[src/rtl/execute_muldiv.sv]
// Iterative RV32M multiply/divide unit for the execute stage.
// One radix-2 step per cycle: shift-add multiply and restoring divide on operand
// magnitudes, followed by a single sign-fix cycle. Divide corner cases can
// optionally complete in the accept cycle. Result is held until consumed.
module execute_muldiv #(
    parameter int XLEN         = 32,
    parameter int TAG_W        = 5,
    parameter int FAST_SPECIAL = 1
) (
    input  logic             clk_i,
    input  logic             reset_i,
    input  logic             flush_i,
    input  logic             valid_i,
    output logic             ready_o,
    input  logic [2:0]       op_i,
    input  logic [XLEN-1:0]  rs1_i,
    input  logic [XLEN-1:0]  rs2_i,
    input  logic [TAG_W-1:0] tag_i,
    output logic             valid_o,
    input  logic             ready_i,
    output logic [XLEN-1:0]  result_o,
    output logic [TAG_W-1:0] tag_o,
    output logic             busy_o
);

    localparam int              CNT_W    = $clog2(XLEN);
    localparam logic [CNT_W-1:0] CNT_LAST = CNT_W'(XLEN - 1);
    localparam logic [XLEN-1:0]  INT_MIN  = {1'b1, {(XLEN-1){1'b0}}};

    typedef enum logic [2:0] {
        OP_MUL    = 3'd0,
        OP_MULH   = 3'd1,
        OP_MULHSU = 3'd2,
        OP_MULHU  = 3'd3,
        OP_DIV    = 3'd4,
        OP_DIVU   = 3'd5,
        OP_REM    = 3'd6,
        OP_REMU   = 3'd7
    } op_e;

    typedef enum logic [1:0] {
        S_IDLE,
        S_BUSY,
        S_FIX,
        S_DONE
    } state_e;

    state_e              state_q;
    logic [CNT_W-1:0]    cnt_q;
    op_e                 op_q;
    logic                neg_q;      // negate product / quotient in FIX
    logic                neg_rem_q;  // negate remainder in FIX (dividend sign)
    logic [XLEN-1:0]     b_q;        // |rs2|
    logic [2*XLEN-1:0]   prod_q;     // mul: {acc, multiplier}; div: {remainder, dividend/quotient}
    logic [XLEN-1:0]     result_q;
    logic [TAG_W-1:0]    tag_q;

    op_e                 op_in;
    logic                sign_a;
    logic                sign_b;
    logic                b_zero;
    logic                overflow;
    logic                special;
    logic [XLEN-1:0]     a_mag;
    logic [XLEN-1:0]     b_mag;
    logic [XLEN-1:0]     fast_res;

    // Decode the incoming request: operand signs, magnitudes and divide corner cases.
    always_comb begin
        // NOTE: every combinational output gets a default first so no path leaves it unassigned (no latch).
        op_in  = op_e'(op_i);
        sign_a = 1'b0;
        sign_b = 1'b0;
        case (op_in)
            OP_MUL, OP_MULH, OP_DIV, OP_REM: begin
                sign_a = rs1_i[XLEN-1];
                sign_b = rs2_i[XLEN-1];
            end
            OP_MULHSU: sign_a = rs1_i[XLEN-1];
            default: ;
        endcase
        // Magnitude of INT_MIN is 2^(XLEN-1), which still fits as an unsigned XLEN value.
        a_mag    = sign_a ? -rs1_i : rs1_i;
        b_mag    = sign_b ? -rs2_i : rs2_i;
        b_zero   = (rs2_i == '0);
        overflow = ((op_in == OP_DIV) || (op_in == OP_REM)) && (rs1_i == INT_MIN) && (rs2_i == '1);
        special  = op_i[2] && (b_zero || overflow);
        if (b_zero) begin
            fast_res = op_i[1] ? rs1_i : '1;
        end else begin
            fast_res = op_i[1] ? '0 : rs1_i;
        end
    end

    logic [XLEN:0]       mul_sum;
    logic [XLEN:0]       div_shift;
    logic [XLEN:0]       div_diff;
    logic                div_ge;
    logic [2*XLEN-1:0]   step_next;

    // One radix-2 iteration of either the shift-add multiply or the restoring divide.
    always_comb begin
        mul_sum   = {1'b0, prod_q[2*XLEN-1:XLEN]} + (prod_q[0] ? {1'b0, b_q} : '0);
        div_shift = prod_q[2*XLEN-1:XLEN-1];
        div_diff  = div_shift - {1'b0, b_q};
        div_ge    = ~div_diff[XLEN];
        if (op_q[2]) begin
            step_next = {(div_ge ? div_diff[XLEN-1:0] : div_shift[XLEN-1:0]),
                         prod_q[XLEN-2:0], div_ge};
        end else begin
            step_next = {mul_sum, prod_q[XLEN-1:1]};
        end
    end

    logic [2*XLEN-1:0]   prod_fix;
    logic [XLEN-1:0]     quot_fix;
    logic [XLEN-1:0]     rem_fix;
    logic [XLEN-1:0]     fix_res;

    // Sign correction and result selection applied in the FIX cycle.
    always_comb begin
        prod_fix = neg_q ? -prod_q : prod_q;
        quot_fix = neg_q ? -prod_q[XLEN-1:0] : prod_q[XLEN-1:0];
        rem_fix  = neg_rem_q ? -prod_q[2*XLEN-1:XLEN] : prod_q[2*XLEN-1:XLEN];
        case (op_q)
            OP_MUL:                       fix_res = prod_fix[XLEN-1:0];
            OP_MULH, OP_MULHSU, OP_MULHU: fix_res = prod_fix[2*XLEN-1:XLEN];
            OP_DIV, OP_DIVU:              fix_res = quot_fix;
            default:                      fix_res = rem_fix;
        endcase
    end

    // Control FSM with operand, iteration and result registers.
    always_ff @(posedge clk_i) begin
        // NOTE: sequential state uses non-blocking assignments so every register samples pre-edge values.
        if (reset_i) begin
            // NOTE: operand/datapath registers are left unreset; they are always loaded on accept before use.
            state_q  <= S_IDLE;
            cnt_q    <= '0;
            result_q <= '0;
            tag_q    <= '0;
        end else if (flush_i) begin
            state_q <= S_IDLE;
            cnt_q   <= '0;
        end else begin
            case (state_q)
                S_IDLE: begin
                    if (valid_i) begin
                        op_q      <= op_in;
                        b_q       <= b_mag;
                        prod_q    <= {{XLEN{1'b0}}, a_mag};
                        // Divide by zero must yield all ones, so never negate that quotient.
                        neg_q     <= (sign_a ^ sign_b) && !(op_i[2] && b_zero);
                        neg_rem_q <= sign_a;
                        tag_q     <= tag_i;
                        cnt_q     <= '0;
                        if ((FAST_SPECIAL != 0) && special) begin
                            result_q <= fast_res;
                            state_q  <= S_DONE;
                        end else begin
                            state_q <= S_BUSY;
                        end
                    end
                end
                S_BUSY: begin
                    prod_q <= step_next;
                    cnt_q  <= cnt_q + CNT_W'(1);
                    if (cnt_q == CNT_LAST) begin
                        state_q <= S_FIX;
                    end
                end
                S_FIX: begin
                    result_q <= fix_res;
                    state_q  <= S_DONE;
                end
                S_DONE: begin
                    if (ready_i) begin
                        state_q <= S_IDLE;
                    end
                end
                default: state_q <= S_IDLE;
            endcase
        end
    end

    assign ready_o  = (state_q == S_IDLE) && !flush_i;
    assign valid_o  = (state_q == S_DONE);
    assign busy_o   = (state_q != S_IDLE);
    assign result_o = result_q;
    assign tag_o    = tag_q;

endmodule
[config.mk]
export PLATFORM = sky130hd
export DESIGN_NAME = execute_muldiv
export DESIGN_NICKNAME = d
export VERILOG_FILES = /design/src/rtl/execute_muldiv.sv
export SDC_FILE = /design/constraint.sdc
export NUM_CORES = 1
export LEC_CHECK = 0
export CAP_MARGIN = 20
export CORE_ASPECT_RATIO = 1.75
export CORE_MARGIN = 10
export CORE_UTILIZATION = 40
export CTS_BUF_LIST = sky130_fd_sc_hd__clkbuf_2
export DETAILED_ROUTE_END_ITERATION = 16
export HOLD_SLACK_MARGIN = 0.05
export PLACE_DENSITY_LB_ADDON = 0.05
export SETUP_SLACK_MARGIN = 0.15
export SYNTH_ARGS = -nofsm -noshare
export SYNTH_HDL_FRONTEND = slang
export SYNTH_SLANG_ARGS = --single-unit
export TNS_END_PERCENT = 100
[constraint.sdc]
create_clock -name clk_i -period 6.9 [get_ports clk_i]
set_clock_uncertainty 0.1 [all_clocks]
set_input_delay 1.725 -clock clk_i [delete_from_list [all_inputs] [get_ports clk_i]]
set_output_delay 1.725 -clock clk_i [all_outputs]
set_load 0.02 [all_outputs]
==> results.toml, run 1 <==
[run_status]
status = "finished, final reports clean"

[sta]
worstMarginPinSlew_ns = 1.09
final_max_slew_viol_count = 0
finalSetupTns_ns = 0
rsz0062_at_grt = "false"
relSlewSlack_pct = 27.4
hold_slack_ns = 0.372
period_needed_ns = 5.49
hold_viol_final = 0
period_share_pct = 79.5
fmax_mhz = 182
setup_viol = 0

[synth]
synth_compound_area_share_pct = 25.6
synth-simple-area-share_pct = 19.4
ys_ff_latch = 145
async_flop_share_pct = 0
synth_top_family_by_area = "compound AO/OA/AOI/OAI gates"
ys_seq_area_share_pct = 27.0
avgSynthCellArea_um2 = 8.07
synthXorXnorAreaFrac_pct = 10.2
ys_types = 88
synth_area_leader_cell = "edfxtp_1"
synth_edf_count = 101
synth_top_area_share_pct = 20.9
ys.warnings.count = 0
yosys_most_used_dff = "edfxtp_1"
synthesis.nets = 1950
netlist_area_um2 = 14500
syn_inst = 1796
synthTopCellsByArea = "edfxtp_1 21%, ha_1 6.5%, a21oi_1 6.1%"
synth_mux_area_share_pct = 4.85
synth_fa_ha_area_share_pct = 8.13

[routing]
num_vias = 14000
ant_nets = 0
routedWlPerCell_um = 23.8
drt_iter0_drc = 823
routed_wl_um = 55600
via_per_inst = 5.97
drc = 0
dr.pass1.iters = 5

[worst_setup_path]
cp-start-kind = "register"
cp_max_fo = 23
cpMostUsedCell = "a21oi_1"
end_kind = "register"
max_stage_delay_ns = 0.87
criticalPathCategory = "register to register"
critPathSlowestCell = "xnor2_4"
path_cells = "inv_1 -> ha_1 -> fa_1 -> nand2b_1 -> a21oi_1 -> o2111ai_1 -> a2111oi_2 -> or4b_1 -> a311oi_2 -> xnor2_4 -> buf_4 -> mux2_1 -> a21oi_1"
worstPathArrival_ns = 6.10
required_ns = 7.51

[power_and_ir_drop]
intPower_mw = 1.47
pwr-share-comb_pct = 30.0
clkPwrFrac_pct = 25.8
switching_share_pct = 36.6
switchingPower_mw = 0.847
vdd_ir_drop_max_uv = 91.1
p_total_mw = 2.32
power_density_nw_per_um2 = 142
leakage_nw = 6.01
sequentialPowerShare_pct = 44.3

[floorplan]
rows = 92
start_util_pct = 40.3
die_w_um = 164
die_area_um2 = 44500
fp.coreArea_um2 = 35900
die_y_um = 272
pin_count = 117

[grt]
overflow = 0
grt.total_usage_pct = 24.5
grt_pass1_vias = 14200
grt_pass1_wl_um = 84500
grt_max_degree = 72
antenna_found_initial = 2

[place]
gp_congestion = 0.934
dp_cells = 2305
hpwl_um = 43300
io_buffers = 116

[finish]
drive_gt1_share_pct = 5.78
nFillCells = 3733
final_cells = 2338
nets = 2008
area_growth_pct = 12.7

[clocking]
clockBufferDepth = 2
numCtsBuffers = 17
cts_tree = "done"
clk_pin_slew_ns = 0.23
cts-resized-gates = 0
cts-root-buf = "clkbuf_2"
post_cts.repair.setup_buffers = 0
cts_hold_buf = 0
htreeDepth = 4
cts_sinks = 145
clk_latency_ns = 0.88

[hold_path]
hold_class = "register to register"

[job]
maxCapViolCount = 0
==> critical path: cells and delay by family, from the launching register on <==
family / cells / cell delay [ns]
mux: 1 / 0.33
xor+xnor: 1 / 0.87
simple gates: 2 / 0.50
compound gates: 5 / 1.76
buf+inv: 2 / 0.56
flops: 1 / 0.48
fa+ha+maj: 2 / 0.70
==> metal layers <==
metal / up-vias / wire length, µm / share of wire, % / track usage, %
met4: 0 / 2760 / 5.0 / 12.2
met2: 368 / 29000 / 52 / 44.7
met5: - / 0 / 0 / 0
met1: 6700 / 21900 / 39 / 27.0
li1: 6794 / - / - / -
met3: 105 / 1990 / 3.6 / 3.23
==> final timing paths <==
check                  start          to  slack (ns)  cells after the start
setup / recovery  prod_q[31]  prod_q[32]        1.41                     13
setup reg to reg  prod_q[31]  prod_q[32]        1.41                     13
hold / removal      tag_o[1]    tag_o[1]        0.37                      2
hold reg to reg     tag_o[1]    tag_o[1]        0.37                      2
==> placed cells by master, fill, tap and decap left out, types with 35 or more instances in the layout <==
| cell type | n |
|---|---|
| o21ai_0 | 114 |
| clkdlybuf4s50_1 | 115 |
| o31ai_1 | 35 |
| a21o_1 | 38 |
| nor2_1 | 189 |
| xnor2_1 | 98 |
| inv_1 | 68 |
| edfxtp_1 | 101 |
| mux2i_1 | 68 |
| nand2_1 | 141 |
| xor2_1 | 69 |
| ha_1 | 73 |
| dfxtp_1 | 44 |
| nor3_1 | 42 |
| nand3_1 | 35 |
| a21oi_1 | 176 |
==> logic make-up after synthesis <==
family | Yosys count
and+or+nand+nor | 575
muxes | 70
adders and majority gates | 97
DFF | 145
buffers and inverters | 174
AOI/OAI and AO/OA | 567
xor gates and xnor gates | 168
==> synth_stat cells, types with 6 or more instances <==
cell type and n:
buf_1 7, nor4_1 16, nand4_1 16, o41ai_1 8, nand3_1 35, nand2_1 141
and3_1 9, a21boi_0 7, maj3_1 20, o2111ai_1 7, clkbuf_1 82, o21ai_0 114
dfxtp_1 44, or3_1 24, o31ai_1 35, xnor2_1 98, o221ai_2 8, a31oi_1 12
nand2b_1 21, or4_1 17, or2_2 8, xor2_1 69, o221ai_1 13, o22ai_1 12
o211ai_1 28, mux2i_1 68, a211oi_1 28, nand3b_1 6, edfxtp_1 101, inv_1 68
a221oi_1 7, and2_1 10, ha_1 75, a21oi_1 176, o21a_1 9, a22oi_1 8
a21o_1 38, nor2b_1 7, buf_2 12, nor3_1 42, nor2_1 192
==> per-stage QoR <==
| step | util (%) | setup WS [ns] | area [µm²] |
|---|---|---|---|
| floorplan | - | 1.17 | 14500 |
| global placement | 44.7 | 1.35 | 16100 |
| detailed placement | 44.7 | 1.27 | 16100 |
| CTS | 45.5 | 1.54 | 16300 |
| global route | 45.5 | 1.20 | 16300 |
| finish | 45.5 | 1.41 | 16300 |
==> power by group through the flow <==
stage	combinational (mW)	sequential [mW]	clock (mW)
detailed placement	0.687	1.04	0
global route	0.762	1.03	0.639
finish	0.694	1.03	0.597
global placement	0.687	1.04	0
CTS	0.692	1.02	0.615
floorplan	0.464	1.03	0
==> final cells by class <==
class,instances,area [µm²],area share (%)
clock inverters,14,178,1.09
diodes,1,2.50,0.0153
flip-flops and latches,145,3910,24.0
clock buffers,18,90.1,0.552
inverters,69,259,1.59
multi-input cells,1477,9930,60.8
repair buffers,144,1370,8.37
well taps,470,588,3.60
==> registers in the layout (all words and copies together), names as in the netlist <==
name       count
cnt_q          5
neg_rem_q      1
tag_o          5
state_q        2
neg_q          1
b_q           32
prod_q        64
op_q           3
result_o      32
(Power assumes the default switching activity.)
==> run 2, diff against run 1 <==
==> constraint.sdc (replaced) <==
create_clock -name clk_i -period 4.4 [get_ports clk_i]
set_clock_uncertainty 0.1 [all_clocks]
set_input_delay 1.1 -clock clk_i [delete_from_list [all_inputs] [get_ports clk_i]]
set_output_delay 1.1 -clock clk_i [all_outputs]
set_load 0.02 [all_outputs]
==> run 2 against run 1 <==
Compared with the run above:
- non-clock buffer count grew 129
- largest cell class unchanged
- wire length grew 3.6%
- combinational power grew 77%
- register-to-register slack lost 1.2 ns
- sequential power grew 54%
- cell area grew 7.5%
- first-iteration DRC count grew 23%
- critical path type unchanged
- sequential share of layout area shrank 1.7 points
- sequential cell count is the same
- final cell count grew 5.6%
- core utilization grew 3.4 points
- global-route usage grew 0.94 points
==> results.toml, run 2 (same netlist as run 1, synthesis figures left out) <==
[worst_setup_path]
rr_worst_depth = 18
path_cells = "inv_2 -> buf_12 -> ha_4 -> fa_2 -> nand2b_4 -> a21oi_1 -> buf_4 -> o2111ai_2 -> buf_4 -> a2111oi_4 -> buf_4 -> or4b_4 -> a311oi_4 -> xnor2_4 -> buf_12 -> buf_16 -> mux2_1 -> a21oi_2"
cp_max_fo = 5
cpMostUsedCell = "buf_4"
worst-path-buf-inv = 7
criticalPathCategory = "register to register"
required_ns = 5.07
path_depth = 18
crit_family = "buffers and inverters"
cp-start-kind = "register"
critPathSlowestCell = "or4b_4"
end_kind = "register"
worstPathArrival_ns = 4.81
max_stage_delay_ns = 0.54

[floorplan]
die_area_um2 = 44500
fp.coreArea_um2 = 35900
die_w_um = 164
pin_count = 117
rows = 92
die_y_um = 272
start_util_pct = 40.3

[sta]
hold_viol_final = 0
period_needed_ns = 4.14
worstMarginPinSlew_ns = 0.840
fmax_mhz = 241
final_max_slew_viol_count = 0
relSlewSlack_pct = 43.4
period_share_pct = 94.2
setup_viol = 0
setup_ws_ns = 0.256
finalSetupTns_ns = 0
rsz0062_at_grt = "false"
hold_slack_ns = 0.342

[finish]
final_cells = 2468
final_core_util_pct = 48.9
final_cell_mix = "189 x nor2_1, 175 x a21oi_1, 144 x buf_4"
area_growth_pct = 21.2
final_area_um2 = 17600
largest_reg_flops = 64
nFillCells = 3651
max_flop_register = "prod_q"
layout_commonest_cell = "nor2_1"
nets = 2137
drive_gt1_share_pct = 12.5

[power_and_ir_drop]
power_density_nw_per_um2 = 215
clkPwrFrac_pct = 25.1
intPower_mw = 2.36
leakage_nw = 6.69
switchingPower_mw = 1.41
sequentialPowerShare_pct = 42.2
p_total_mw = 3.77
switching_share_pct = 37.3
vdd_ir_drop_max_uv = 145
pwr-share-comb_pct = 32.8

[clocking]
cts-root-buf = "clkbuf_2"
clockBufferDepth = 2
cts_sinks = 145
clk_latency_ns = 0.90
cts_hold_buf = 0
htreeDepth = 4
cts_tree = "done"
clk_pin_slew_ns = 0.30
numCtsBuffers = 17

[routing]
routedWlPerCell_um = 23.4
drt_iter0_drc = 1012
drc = 0
num_vias = 14600
ant_nets = 0
dr.pass1.iters = 6
via_per_inst = 5.91
routed_wl_um = 57600

[job]
maxCapViolCount = 0

[place]
placed_area_um2 = 17000
dp_cells = 2421
io_buffers = 116
gp_congestion = 0.963
hpwl_um = 45500
pre_cts_ws_ns = -0.135

[grt]
overflow = 0
grt.total_usage_pct = 25.5
grt_pass1_vias = 14800
antenna_found_initial = 3
grt_max_degree = 65
grt_pass1_wl_um = 87700

[run_status]
status = "finished, final reports clean"

[hold_path]
min_path_cells = 2
hold_class = "input pin to register"
run 2: layout make-up:
cell class,count,area [µm²],share of cell area (%)
diodes,2,5.00,0.0285
clock buffers,17,85.1,0.485
clock inverters,15,193,1.10
inverters,69,263,1.50
multi-input cells,1477,10000,57.1
flip-flops and latches,145,3910,22.3
well taps,470,588,3.35
repair buffers,273,2490,14.2
run 2: power by group through the flow:
stage	clock (mW)	sequential [mW]	combinational [mW]
after floorplan	0	1.61	0.728
after global placement	0	1.61	1.16
after detailed placement	0	1.62	1.16
after CTS	0.970	1.59	1.17
after global routing	1.02	1.60	1.35
final	0.945	1.59	1.23
run 2: what timing repair did:
action                     in CTS  in global routing
resized for setup               2                 18
cloned                          0                  4
setup endpoints to repair       4                 27
hold endpoints to repair        0                  0
setup buffers                   1                  8
pin swaps                       1                  5
run 2: routing by layer:
| layer | global-route usage, % | wire (µm) |
|---|---|---|
| met1 | 27.3 | 21400 |
| met2 | 46.7 | 30600 |
| met3 | 3.33 | 2350 |
| met4 | 14.0 | 3250 |
| met5 | 0 | 0 |
run 2: worst register-to-register path, stage by stage (launching register included):
cell	delay, ns
edfxtp_1	0.47
inv_2	0.08
buf_12	0.12
ha_4	0.14
fa_2	0.20
nand2b_4	0.12
a21oi_1	0.06
buf_4	0.16
o2111ai_2	0.16
buf_4	0.17
a2111oi_4	0.09
buf_4	0.16
or4b_4	0.54
a311oi_4	0.41
xnor2_4	0.21
buf_12	0.19
buf_16	0.14
mux2_1	0.35
a21oi_2	0.15
run 2: final timing paths:
| path | start | end | slack, ns |
|---|---|---|---|
| setup / recovery | prod_q[31] | prod_q[32] | 0.26 |
| setup reg to reg | prod_q[31] | prod_q[32] | 0.26 |
| hold reg to reg | tag_o[3] | tag_o[3] | 0.37 |
| hold / removal | reset_i | tag_o[3] | 0.34 |
==> run 3, diff against run 2 <==
--- a/config.mk
+++ b/config.mk
@@ -14,6 +14,7 @@
 export HOLD_SLACK_MARGIN = 0.05
 export PLACE_DENSITY_LB_ADDON = 0.05
 export SETUP_SLACK_MARGIN = 0.15
+export SLEW_MARGIN = 0
 export SYNTH_ARGS = -nofsm -noshare
 export SYNTH_HDL_FRONTEND = slang
 export SYNTH_SLANG_ARGS = --single-unit
==> results of run 3 <==
Final layout, timing and power as in run 2 (identical DEF).
